File: config.mk
export PLATFORM = sky130hd
export DESIGN_NAME = imem_loader
export DESIGN_NICKNAME = d
export VERILOG_FILES = /design/src/rtl/imem_loader.sv
export SDC_FILE = /design/constraint.sdc
export NUM_CORES = 1
export LEC_CHECK = 0
export ABC_AREA = 1
export CAP_MARGIN = 20
export CORE_MARGIN = 3
export CORE_UTILIZATION = 50
export DETAILED_ROUTE_END_ITERATION = 12
export PLACE_DENSITY_LB_ADDON = 0.15
export SYNTH_ARGS = -nofsm -noshare
export SYNTH_HDL_FRONTEND = slang
export SYNTH_SLANG_ARGS = --single-unit
File: constraint.sdc
create_clock -name clk -period 2.43 [get_ports clk]
set_input_delay 0.3645 -clock clk [delete_from_list [all_inputs] [get_ports clk]]
set_output_delay 0.3645 -clock clk [all_outputs]
set_load 0.1 [all_outputs]
File: src/rtl/imem_loader.sv
// Instruction-memory loader: receives a length/payload/checksum byte frame and
// writes the payload into instruction memory while holding the CPU in reset.
module imem_loader #(
    parameter int                ADDR_W    = 8,
    parameter logic [ADDR_W-1:0] BASE_ADDR = '0
) (
    input  logic              clk,
    input  logic              rst,
    input  logic              start,
    input  logic              abort,
    input  logic              in_valid,
    input  logic [7:0]        in_data,
    output logic              in_ready,
    output logic              mem_we,
    output logic [ADDR_W-1:0] mem_addr,
    output logic [7:0]        mem_wdata,
    output logic              cpu_hold,
    output logic              busy,
    output logic              done,
    output logic              err
);

    typedef enum logic [2:0] {
        S_IDLE,
        S_LEN,
        S_DATA,
        S_CSUM,
        S_DONE,
        S_ERR
    } state_t;

    state_t     state;
    state_t     state_next;
    logic [8:0] len;
    logic [8:0] idx;
    logic [7:0] sum;
    logic       accept;
    logic       start_ok;
    logic       last_byte;

    assign accept    = in_valid && in_ready;
    assign start_ok  = start && (state == S_IDLE || state == S_DONE || state == S_ERR);
    assign last_byte = (idx == len - 9'd1);

    always_ff @(posedge clk or negedge rst) begin
        if (!rst) begin
            state <= S_IDLE;
        end else begin
            state <= state_next;
        end
    end

    // Abort outranks a byte offered in the same cycle.
    always_comb begin
        state_next = state;
        case (state)
            S_IDLE, S_DONE, S_ERR: begin
                if (start) state_next = S_LEN;
            end
            S_LEN: begin
                if (abort)       state_next = S_ERR;
                else if (accept) state_next = S_DATA;
            end
            S_DATA: begin
                if (abort)                   state_next = S_ERR;
                else if (accept && last_byte) state_next = S_CSUM;
            end
            S_CSUM: begin
                if (abort)       state_next = S_ERR;
                else if (accept) state_next = (in_data == sum) ? S_DONE : S_ERR;
            end
            default: state_next = S_IDLE;
        endcase
    end

    always_comb begin
        in_ready = (state == S_LEN) || (state == S_DATA) || (state == S_CSUM);
    end

    // Length 0 encodes a full 256-byte payload.
    always_ff @(posedge clk or negedge rst) begin
        if (!rst) begin
            mem_we    <= 1'b0;
            mem_addr  <= '0;
            mem_wdata <= 8'h00;
            cpu_hold  <= 1'b1;
            busy      <= 1'b0;
            done      <= 1'b0;
            err       <= 1'b0;
            len       <= 9'd0;
            idx       <= 9'd0;
            sum       <= 8'h00;
        end else begin
            mem_we <= 1'b0;
            if (start_ok) begin
                busy     <= 1'b1;
                cpu_hold <= 1'b1;
                done     <= 1'b0;
                err      <= 1'b0;
                idx      <= 9'd0;
                sum      <= 8'h00;
            end else if (in_ready && abort) begin
                busy     <= 1'b0;
                err      <= 1'b1;
                cpu_hold <= 1'b1;
            end else if (accept) begin
                case (state)
                    S_LEN: begin
                        len <= (in_data == 8'h00) ? 9'd256 : {1'b0, in_data};
                    end
                    S_DATA: begin
                        mem_we    <= 1'b1;
                        mem_addr  <= BASE_ADDR + ADDR_W'(idx);
                        mem_wdata <= in_data;
                        sum       <= sum + in_data;
                        idx       <= idx + 9'd1;
                    end
                    S_CSUM: begin
                        busy <= 1'b0;
                        if (in_data == sum) begin
                            done     <= 1'b1;
                            cpu_hold <= 1'b0;
                        end else begin
                            err <= 1'b1;
                        end
                    end
                    default: ;
                endcase
            end
        end
    end

endmodule

==> Word-level counts from Yosys, hierarchy flattened <==
Cells that the tools add are included.
{ "word_totals": {"regBits": 50, "in_bits": 13, "wordCells": 96} }
{ "op_classes": {"n_addsub": 3, "eq_ne": 13, "n_mux": 41, "n_bitwise": 2, "n_reduce_logical": 26} }
{ "ops": {"columns": ["op", "count"], "rows": [
  ["9-bit 2-to-1 mux", 5],
  ["8-bit 2-to-1 mux", 4],
  ["1-bit 2-to-1 mux", 24],
  ["3-bit 2-to-1 mux", 7],
  ["4-bit AND reduction", 4],
  ["3-bit case mux with 4 select lines", 1],
  ["9-bit by 1-bit adder with 9-bit output, second input constant", 1],
  ["9-bit equality test", 1],
  ["3-bit != test, second input constant", 3],
  ["3-bit AND reduction", 3],
  ["3-bit nonzero test", 3],
  ["9-bit by 1-bit subtractor with 9-bit output, second input constant", 1],
  ["8-bit adder", 1],
  ["8-bit equality test", 1],
  ["8-bit logical NOT", 1],
  ["2-bit nonzero test", 4],
  ["3-bit by 2-bit equality test with 1-bit output, second input constant", 2],
  ["3-bit equality test, second input constant", 2],
  ["1-bit logical AND", 4],
  ["1-bit logical OR", 4],
  ["2-bit != test, second input constant", 2],
  ["3-bit by 1-bit equality test with 1-bit output, second input constant", 1],
  ["3-bit logical NOT", 1],
  ["3-bit by 2-bit != test with 1-bit output, second input constant", 1],
  ["other kinds (3)", 4]
]} }

==> Longest topological paths before layout <==
{ "logic_depth": {"ltp_word": 8, "ltp_mapped": 14} }

==> Worst setup path after synthesis <==
OpenSTA, ideal clock, no wires.
{ "synth_timing": {"path_kind": "reg-to-reg", "startpoint": "register state[1]", "endpoint": "register len[8]", "arrival_time_ps": 2698, "required_ps": 2320, "setup_slack_ps": -378, "stages_incl_launch_ff": 10, "period_less_slack_ps": 2808, "cell_sequence": "dfrtp_1 -> inv_2 -> o21ai_1 -> nand2_1 -> nand2_1 -> inv_2 -> nand3_2 -> buf_4 -> nand2_1 -> o41ai_1"} }
{ "synth_via": {"elab_chain_cells": 6, "elab_cells_between_ends": 16, "classes_between": "eq/ne: 5; bitwise: 2; reduce/logical: 9"} }
{ "synth_rtl": {"columns": ["element", "line", "rtl"], "rows": [
  ["from (decl)", "32", "state_t state;"],
  ["from (signal assigned)", "49", "state <= state_next;"],
  ["3-bit by 1-bit equality test with 1-bit output or 3-bit by 2-bit equality test with 1-bit output (tied branches)", "77", "in_ready = (state == S_LEN) || (state == S_DATA) || (state == S_CSUM);"],
  ["1-bit logical OR", "77", null],
  ["1-bit logical OR *", "77", null],
  ["via in_ready", "13", "output logic in_ready,"],
  ["1-bit logical AND", "102", "end else if (in_ready && abort) begin"],
  ["1-bit NOT (no line)", null, null],
  ["4-bit AND reduction (no line) *", null, null],
  ["to (signal assigned)", "109", "len <= (in_data == 8'h00) ? 9'd256 : {1'b0, in_data};"],
  ["to (decl)", "34", "logic [8:0] len;"]
]} }
Mark *: on every way through the listed nets, which the timed path passes. The rest lies on a longest branch.
A chain may end at the register's enable or synchronous reset.

==> Worst setup path after layout <==
{ "layout_timing": {"startpoint": "input port in_data[0]", "endpoint": "register sum[6]"} }
{ "layout_via": {"elab_chain_cells": 5} }
{ "layout_rtl": {"columns": ["element", "line", "rtl"], "rows": [
  ["from (decl)", "12", "input logic [7:0] in_data,"],
  ["8-bit adder", "115", "sum <= sum + in_data;"],
  ["8-bit 2-to-1 mux", "107", "case (state)"],
  ["8-bit 2-to-1 mux", "106", "end else if (accept) begin"],
  ["8-bit 2-to-1 mux", "102", null],
  ["8-bit 2-to-1 mux", "95", "if (start_ok) begin"],
  ["to (signal assigned)", "115", null],
  ["to (decl)", "36", "logic [7:0] sum;"]
]} }
Every way passes these cells. The select of a mux whose other input is x is not followed.

==> results.ini <==
[final_layout]
final_area_mm2=0.003282
syn_to_final_growth_pct=18.37
final_cells=473
fill_cells=459
fin_nets=425
antenna_cells=0
drive_gt1_share_pct=13.65
post-route-util_pct=62.66

[setup_path]
cp.arrival_ns=2.25
cp-endpoint=sum[6]$_DFFE_PN0P_
path_max_fanout=2
crit_chain=clkdlybuf4s50_1 > ha_1 > inv_1 > fa_1 > inv_1 > a21oi_1 > o21ai_0 > nand2_1 > nand2_1 > nand2_1 > nand2_1 > a21oi_1 > o21ai_0 > nand2_1
path_delay_family=buffers and inverters
crit_required_ns=2.64
path_class=in -> reg
r2r_cells=14
crit-reg2reg-launch=len[0]$_DFFE_PN0P_
critPathMaxStageDelay_ns=0.49
worstSetupStartpointType=input port
slowest_stage=clkdlybuf4s50_1
rrSetupSlack_ns=0.49
endpoint_kind=register
critical_path_buf_inv_count=3
reg2reg_to=state[2]$_DFFE_PN0P_
cpMostUsedCell=nand2_1
cp-startpoint=in_data[0]
cp.depth=14

[timing]
hold_viol=0
timing.setup.tns_ns=0
setup_viol=0
drv_slew=0
relSlewSlack_pct=81.67
fin_crit_ns=2.044
grt_setup_unrepaired=no
fin_crit_sh_pct=84.10
final.setup_skew_ns=0.007815
fmax_mhz=489.3
tightestPinTransition_ns=0.2714
finalWorstSetupSlack_ns=0.3865

[place]
gp_congestion=0.8516
dpl_cell_area_mm2=0.003168
dpl.hpwl_mm=4.658
pre_cts_ws_ns=0.05100
place_inst=465
portBuffers=34

[synthesis]
netlist_top_cells_area=dfrtp_1 44%, nand2_1 15%, inv_1 6.4%, o21ai_0 4.9%, ha_1 4.1%
seq_area_frac_synth_pct=45.17
synth_top_area_share_pct=44.22
synth-seq-cells=50
synth_warnings=0
synth_cell_type_count=40
syn-num-nets=384
synth.avg_cell_area_um2=7.680
syn_inst=361
syn_area_mm2=0.002773
synth_top_area_cell=dfrtp_1

[floorplan]
core_mm2=0.005238
initial_core_util_pct=52.94
die_width_um=80.47
dieArea_mm2=0.006475
num_rows=26
die_y_um=80.47
ios=35

[clocking]
post_cts_resized=0
numCtsBuffers=5
post_cts_buffers=0
clk-insertion-delay-late_ns=0.31
clkSlewWorstSetupHoldPaths_ns=0.10
cts_buffer_depth=2
cts_tree=done
cts_hold_buf=0
cts_sinks=50
h-tree-depth=2
clock-root-buffer=clkbuf_8

[global_routing]
grt_pass1_wl_mm=10.52
grt_max_degree=51
gr-usage-all-layers_pct=21.22
grt_pass1_vias=2276
grt-ovfl-total=0
grt_antenna_before_repair=0

[drt]
drc=0
dr.pass1.iters=5
vias=2387
via_per_inst=5.047
wire_per_inst_um=12.89
drt_wl_total_mm=6.097
postRouteAntennaNets=0
drt_iter0_markers=124

[pwr]
power_density_mw_per_mm2=1247
ir_worst_vdd_mv=0.6786
leakagePower_nw=1.700

[outcome]
outcome=completed

[job]
maxCapViolCount=0

[hold_path]
hold_path.class=in -> async

## cells by family (layout without fill, tap and decap cells)
kind of cell | Yosys count | in the layout | share of synthesized area (%)
and+or+nand+nor | 178 | 178 | 28.48
AOI/OAI and AO/OA | 60 | 60 | 11.87
buffers and inverters | 58 | 100 | 8.123
DFF | 50 | 50 | 45.17
adders and majority gates | 10 | 10 | 4.783
xor gates and xnor gates | 5 | 5 | 1.579
## through the flow
stage	total power [mW]	hold slack, ns
detailed placement	3.512	0.3746
CTS	4.118	0.03785
finish	4.094	0.02957
floorplan	3.026	0.06891
global placement	3.475	0.3777
global route	4.388	0.04601
## sequential cells by signal, summed over array words and instances, names as in the netlist, 3 cells and up
signal     cells
mem_wdata      8
sum            8
idx            9
state          3
len            9
mem_addr       8
## area by class of cell
cell class	instances	area, µm²	share of cell area (%)
Timing Repair Buffer	39	330.3	10.06
Sequential cell	50	1252	38.16
Clock inverter	3	45.04	1.372
Inverter	53	198.9	6.062
Multi-Input combinational cell	253	1299	39.57
Tap cell	70	87.58	2.669
Clock buffer	5	68.82	2.097
## worst reg2reg max path: cells and delay by family, from the launching register on
kind	cells	cell delay [ns]
adders and majority gates	1	0.32
DFF	1	0.42
and+or+nand+nor	11	0.94
buffers and inverters	2	0.16
## cell usage after synthesis
library cell	instances
nor2_2	3
nand3_4	1
nor4_1	1
xnor2_1	1
buf_4	2
ha_1	9
o22ai_1	1
fa_1	1
dfrtp_1	49
a21oi_2	1
nand3_2	2
nor3_1	5
o21ai_1	10
nor2_4	1
nand3b_4	1
nand2_2	1
nand3b_1	1
dfstp_2	1
inv_1	47
o21a_1	1
clkinv_1	1
a21oi_1	13
nand4_1	5
a31oi_1	1
buf_1	1
o41ai_1	1
nand2_1	110
nand2_4	1
or2_2	1
nand3_1	21
inv_2	5
o21ai_0	27
a32o_1	1
nor2_1	24
xor2_1	4
o21bai_1	1
o31ai_1	1
clkbuf_1	2
o211ai_1	1
o31a_1	1
## routing by layer
metal	global-route usage, %	vias up	wire (µm)
met5	0	-	0
met4	7.601	0	110
met3	4.372	8	287
met2	34.11	48	2753
met1	28.27	1091	2945
li1	-	1240	-
## how the worst min path moves through the flow
| stage | from | end | slack (ns) | depth (start not counted) |
|---|---|---|---|---|
| after floorplan | rst | busy$_DFFE_PN0P_ | 0.07 | 0 |
| after global placement | rst | mem_wdata[4]$_DFFE_PN0P_ | 0.38 | 2 |
| after detailed placement | rst | mem_wdata[4]$_DFFE_PN0P_ | 0.37 | 2 |
| after CTS | rst | mem_wdata[4]$_DFFE_PN0P_ | 0.04 | 2 |
| after global routing | rst | mem_addr[3]$_DFFE_PN0P_ | 0.05 | 2 |
| final | rst | mem_wdata[7]$_DFFE_PN0P_ | 0.03 | 2 |
## placed cells by master (no fill, tap or decap), types with 2 or more instances in the layout
| cell type | instances |
|---|---|
| buf_4 | 26 |
| o21ai_1 | 9 |
| inv_2 | 5 |
| nand3_2 | 2 |
| dfrtp_1 | 49 |
| clkbuf_8 | 5 |
| nand2_1 | 110 |
| xor2_1 | 4 |
| a21oi_1 | 13 |
| inv_1 | 47 |
| clkdlybuf4s50_1 | 11 |
| ha_1 | 9 |
| o21ai_0 | 27 |
| nor2_2 | 3 |
| nand3_1 | 21 |
| nand4_1 | 5 |
| nor3_1 | 5 |
| clkinvlp_4 | 2 |
| nor2_1 | 24 |
## report_power, final
part | switching [mW] | total, mW | internal [mW]
combinational | 1.67 | 2.24 | 0.572
clock | 0.295 | 0.601 | 0.306
sequential | 0.190 | 1.25 | 1.06
Note: power is estimated with default switching activity, not from simulation.
